**src/rtl/tdma_arbiter_if.sv**
```systemverilog
// tdma_arbiter_if: schedule controls, requester ports and forwarded output of the TDMA arbiter.
interface tdma_arbiter_if #(parameter int W = 16, parameter int TW = 16);
    logic          en;
    logic [TW-1:0] slot_len;
    logic          req0;
    logic [W-1:0]  data0;
    logic          req1;
    logic [W-1:0]  data1;
    logic          gnt0;
    logic          gnt1;
    logic          owner;
    logic [TW-1:0] slot_cnt;
    logic          out_valid;
    logic [W-1:0]  out_data;
    modport master (
        output en, slot_len, req0, data0, req1, data1,
        input  gnt0, gnt1, owner, slot_cnt, out_valid, out_data
    );
    modport slave (
        input  en, slot_len, req0, data0, req1, data1,
        output gnt0, gnt1, owner, slot_cnt, out_valid, out_data
    );
endinterface

```
**src/rtl/tdma_arbiter.sv**
```systemverilog
// tdma_arbiter: two-domain fixed-slot TDMA arbiter; slot timing never depends on requests.
module tdma_arbiter #(
    parameter int W  = 16,
    parameter int TW = 16
) (
    input logic           clk,
    input logic           rst_n,
    tdma_arbiter_if.slave bus
);
    typedef enum logic [1:0] {IDLE, SLOT0, SLOT1} state_t;
    state_t        state_q, state_d;
    logic          owner_q, owner_d;
    logic [TW-1:0] slot_cnt_q, slot_cnt_d, len_m1;
    logic          out_valid_q, out_valid_d;
    logic [W-1:0]  out_data_q, out_data_d;
    logic          boundary, gnt0, gnt1;
    always_comb begin
        len_m1      = (bus.slot_len < TW'(2)) ? TW'(1) : bus.slot_len - TW'(1);
        boundary    = slot_cnt_q == '0;
        gnt0        = (state_q == SLOT0) && bus.req0 && !boundary;
        gnt1        = (state_q == SLOT1) && bus.req1 && !boundary;
        state_d     = state_q;
        owner_d     = owner_q;
        slot_cnt_d  = slot_cnt_q;
        // the boundary cycle is a dead cycle that also decides the next slot
        if (state_q == IDLE) begin
            if (bus.en) begin
                state_d    = SLOT0;
                owner_d    = 1'b0;
                slot_cnt_d = len_m1;
            end
        end else if (!boundary) begin
            slot_cnt_d = slot_cnt_q - TW'(1);
        end else if (bus.en) begin
            state_d    = (state_q == SLOT0) ? SLOT1 : SLOT0;
            owner_d    = ~owner_q;
            slot_cnt_d = len_m1;
        end else begin
            state_d    = IDLE;
            owner_d    = 1'b0;
            slot_cnt_d = '0;
        end
        out_valid_d = gnt0 | gnt1;
        out_data_d  = gnt0 ? bus.data0 : gnt1 ? bus.data1 : out_data_q;
    end
    always_ff @(posedge clk or negedge rst_n) begin
        if (!rst_n) begin
            state_q     <= IDLE;
            owner_q     <= 1'b0;
            slot_cnt_q  <= '0;
            out_valid_q <= 1'b0;
            out_data_q  <= '0;
        end else begin
            state_q     <= state_d;
            owner_q     <= owner_d;
            slot_cnt_q  <= slot_cnt_d;
            out_valid_q <= out_valid_d;
            out_data_q  <= out_data_d;
        end
    end
    assign bus.gnt0      = gnt0;
    assign bus.gnt1      = gnt1;
    assign bus.owner     = owner_q;
    assign bus.slot_cnt  = slot_cnt_q;
    assign bus.out_valid = out_valid_q;
    assign bus.out_data  = out_data_q;
endmodule

```
**src/flat_wrapper.sv**
```systemverilog
// flat-port wrapper written by rule: the top's interface ports become plain ports
module tdma_arbiter_flat 
#(
    parameter int W  = 16,
    parameter int TW = 16
)
  (clk, rst_n, bus_en, bus_slot_len, bus_req0, bus_data0, bus_req1, bus_data1, bus_gnt0, bus_gnt1, bus_owner, bus_slot_cnt, bus_out_valid, bus_out_data);
  tdma_arbiter_if #(.W(W), .TW(TW)) bus_i ();
  input logic clk;
  input logic rst_n;
  input wire logic [$bits(bus_i.en)-1:0] bus_en;
  input wire logic [$bits(bus_i.slot_len)-1:0] bus_slot_len;
  input wire logic [$bits(bus_i.req0)-1:0] bus_req0;
  input wire logic [$bits(bus_i.data0)-1:0] bus_data0;
  input wire logic [$bits(bus_i.req1)-1:0] bus_req1;
  input wire logic [$bits(bus_i.data1)-1:0] bus_data1;
  output wire logic [$bits(bus_i.gnt0)-1:0] bus_gnt0;
  output wire logic [$bits(bus_i.gnt1)-1:0] bus_gnt1;
  output wire logic [$bits(bus_i.owner)-1:0] bus_owner;
  output wire logic [$bits(bus_i.slot_cnt)-1:0] bus_slot_cnt;
  output wire logic [$bits(bus_i.out_valid)-1:0] bus_out_valid;
  output wire logic [$bits(bus_i.out_data)-1:0] bus_out_data;
  assign bus_i.en = bus_en;
  assign bus_i.slot_len = bus_slot_len;
  assign bus_i.req0 = bus_req0;
  assign bus_i.data0 = bus_data0;
  assign bus_i.req1 = bus_req1;
  assign bus_i.data1 = bus_data1;
  assign bus_gnt0 = bus_i.gnt0;
  assign bus_gnt1 = bus_i.gnt1;
  assign bus_owner = bus_i.owner;
  assign bus_slot_cnt = bus_i.slot_cnt;
  assign bus_out_valid = bus_i.out_valid;
  assign bus_out_data = bus_i.out_data;
  tdma_arbiter #(.W(W), .TW(TW)) u_core (.clk(clk), .rst_n(rst_n), .bus(bus_i));
endmodule
```
**config.mk**
```make
export PLATFORM = sky130hd
export DESIGN_NAME = tdma_arbiter_flat
export DESIGN_NICKNAME = d
export VERILOG_FILES = /design/src/rtl/tdma_arbiter_if.sv /design/src/rtl/tdma_arbiter.sv /design/src/flat_wrapper.sv
export SDC_FILE = /design/constraint.sdc
export NUM_CORES = 1
export LEC_CHECK = 0
export ABC_AREA = 1
export CORE_MARGIN = 4
export CORE_UTILIZATION = 34
export CTS_CLUSTER_SIZE = 25
export DETAILED_ROUTE_END_ITERATION = 10
export PLACE_DENSITY_LB_ADDON = 0.2
export SLEW_MARGIN = 20
export SYNTH_ARGS = -nofsm -noshare
export SYNTH_HDL_FRONTEND = slang
export SYNTH_SLANG_ARGS = --single-unit
```
**constraint.sdc**
```tcl
create_clock -name clk -period 5 [get_ports clk]
set_clock_uncertainty 0.15 [all_clocks]
set_input_delay 0.5 -clock clk [delete_from_list [all_inputs] [get_ports clk]]
set_output_delay 0.5 -clock clk [all_outputs]
set_load 0.005 [all_outputs]
```
==> run summary <==
Status -> complete, no violations
Floorplan die width -> 95.95 um
Post-synthesis sequential area ratio -> 34.25%
Clock group share of total power -> 40.7%
Die Ht -> 95.95 um
Vias -> 2728
Hold_buf cts -> 0
EDFF count, synth -> 0
Layout Nets -> 540
Fraction of layout cells with a size suffix above 1 -> 5.967%
Most used DFF post-synth -> dfrtp_1
Buffer count from post-CTS setup fixing -> 0
Startpoint types -> flop
Worst Slack Setup Final -> 2028 ps
Max-cap viol count -> 0
Wirelength, routed -> 7474 um
Fill cells -> 771
HP Class -> in -> async
Design area -> 3666 um^2
Top-level I/O count -> 89
Crit. End Element -> output port
Leading area contributor after synthesis -> dfrtp_1
Sw Share -> 22.43%
Cell area after placement -> 3558 um^2
Average routed wire per standard cell -> 12.78 um
Post-synth top area share -> 34.25%
Synth top area cells -> dfrtp_1 (34%), nand2_1 (21%), nand3_1 (7.4%)
H-tree Lvls -> 2
CTS tree -> done
Post-CTS Resized -> 0
Critical path cell sequence -> inv_1 > ha_1 > nand3_4 > nor2_4 > nand2_2 > nand2_4 > inv_1 > clkdlybuf4s50_1
Slew margin rel. -> 45.46%
# clock sinks -> 36
Part of the cycle the worst path needs -> 59.44%
Worst EP arrival -> 2320 ps
Max incr delay on CP -> 460 ps
Net Sw Power -> 0.1403 mW
Drt first pass iters -> 4
Placed cell count -> 577
Slew of the pin with the lowest slew margin -> 818.1 ps
Initial DRC Count -> 150
Final Hold Fails -> 0
Period minus WS final -> 2972 ps
Area delta synth->final -> 39.39%
Antenna violations before repair -> 0
CTS Buffer Depth -> 2
Synth Instances -> 399
Reg clk slew, reported paths -> 80 ps
Root buffer cell -> clkbuf_8
Gpl congestion -> 0.8712
Pre-CTS setup slack -> 2337 ps
Tot GR Track Use -> 16.51%
Total power -> 0.6258 mW
Total CTS buffers -> 5
Crit path top cell by count -> inv_1
Register bit total from synthesis -> 36
Worst-skew pair later-pin latency -> 280 ps
Slowest CP cell -> clkdlybuf4s50_1
Critical path peak fanout -> 32
RSZ-0062 raised after global routing -> false
Core area -> 7370 um^2
Antenna Violating Nets Remaining -> 0
Initial Util -> 35.69%
Input/output buffers -> 88
First-pass GRT wire length -> 11960 um
Power Dens Cells -> 170.7 nW/um^2
Post-synth top cells -> nand2_1 (150), inv_1 (48), nor2_1 (46), nand3_1 (39), dfrtp_1 (36)
Worst setup path category -> reg -> out
Vias per cell -> 4.663
Cell Count, Final, Fillers Out -> 585
Synthesized cell area -> 2630 um^2
Gr ovfl total -> 0
# diodes -> 0
TNS Setup -> 0 ps
Syn Nets -> 454
Final number of setup-violating endpoints -> 0
Worst VDD drop -> 0.0001127 V
Drt drc -> 0
Top-count cell post-synth -> nand2_1
Mean post-synth cell area -> 6.592 um^2
Rows -> 31
Vias in the first global route -> 2565
Largest net degree at the start of global routing -> 37
Synth warn -> 0
FMAX -> 336.5 MHz
Reg-to-reg slack, setup -> 2780 ps
Static leakage -> 1.770 nW
Synth async-reset ratio -> 100.0%
Part of the power in registers -> 46.7%
Unique masters post-synth -> 30
Comb power frac -> 12.6%
Fin. max-slew vios -> 0
Post-DP HPWL -> 6070 um
CP required -> 4350 ps
Die area -> 9206 um^2
Pint -> 0.4854 mW
-- routing by layer --
layer  global-route usage (%)  wire length, um  up-vias
met5                        0                0        -
met4                    5.450              138        0
met3                    2.033              361       11
met2                    29.30             3686       64
met1                    20.62             3288     1230
li1                         -                -     1423
-- path summary, 6_finish.rpt --
check / start / endpoint / depth (start not counted)
worst max-delay path: u_core.bus.slot_cnt[0]$_DFFE_PN0P_ / bus_gnt0 / 8
worst min-delay path: rst_n / u_core.bus.slot_cnt[12]$_DFFE_PN0P_ / 1
worst min register to register: u_core.bus.out_data[0]$_DFFE_PN0P_ / u_core.bus.out_data[0]$_DFFE_PN0P_ / 2
min in group clk: u_core.bus.out_data[0]$_DFFE_PN0P_ / u_core.bus.out_data[0]$_DFFE_PN0P_ / 2
worst max register to register: u_core.bus.slot_cnt[0]$_DFFE_PN0P_ / u_core.bus.out_data[8]$_DFFE_PN0P_ / 10
max in group asynchronous: rst_n / u_core.bus.slot_cnt[8]$_DFFE_PN0P_ / 1
-- cell usage in the layout (no fill, tap or decap), types with 2 or more instances in the layout --
cell type,n
a21oi_1,3
clkbuf_8,5
clkdlybuf4s50_1,87
dfrtp_1,36
ha_1,2
inv_1,48
inv_2,3
nand2_1,150
nand2_2,3
nand2_4,3
nand3_1,39
nand3b_1,2
nand4_1,4
nor2_1,46
nor2_2,4
nor2_4,3
o211ai_1,14
o21ai_0,7
or2_2,2
xnor2_1,6
xor2_1,7
-- sequential cells by signal (all words and copies together) (netlist names) --
signal	count
u_core.bus.out_data	16
u_core.bus.slot_cnt	16
u_core.bus.owner	1
u_core.state_q	2
u_core.bus.out_valid	1
-- critical path, delay by kind of cell (launching register included) --
family / cells / cell delay (ps)
buffers and inverters: 3 / 700
adders and majority gates: 1 / 270
DFF: 1 / 400
and+or+nand+nor: 4 / 680
-- power by group through the flow --
| stage | clock network (mW) | logic, mW | registers [mW] |
|---|---|---|---|
| after floorplan | 0 | 0.0232 | 0.298 |
| after global placement | 0 | 0.0785 | 0.298 |
| after detailed placement | 0 | 0.0794 | 0.298 |
| after CTS | 0.261 | 0.0798 | 0.292 |
| after global routing | 0.273 | 0.0875 | 0.292 |
| final | 0.255 | 0.0789 | 0.292 |
-- cells by family (layout without fill, tap and decap cells) --
group / Yosys count / count (layout) / share of synthesized area (%)
DFF: 36 / 36 / 34.25
AOI/OAI and AO/OA: 27 / 27 / 6.660
xor gates and xnor gates: 13 / 13 / 4.329
buffers and inverters: 61 / 148 / 10.23
adders and majority gates: 2 / 2 / 0.9513
and+or+nand+nor: 260 / 260 / 43.58
-- stage by stage --
| step | hold WS [ps] | util (%) |
|---|---|---|
| after global routing | 233.0 | 49.75 |
| after detailed placement | 315.7 | 48.29 |
| after CTS | 186.6 | 49.75 |
| final | 146.5 | 49.75 |
| after global placement | 312.7 | 48.29 |
| after floorplan | 54.41 | - |
-- final cells by class --
class	instances	area (um^2)	area share, %
Multi-Input combinational cell	302	1460	39.83
Sequential cell	36	900.9	24.57
Timing Repair Buffer	88	875.8	23.89
Inverter	52	197.7	5.392
Tap cell	99	123.9	3.379
Clock buffer	6	72.57	1.980
Clock inverter	2	35.03	0.9556
Power figures use the tool's default switching activity.
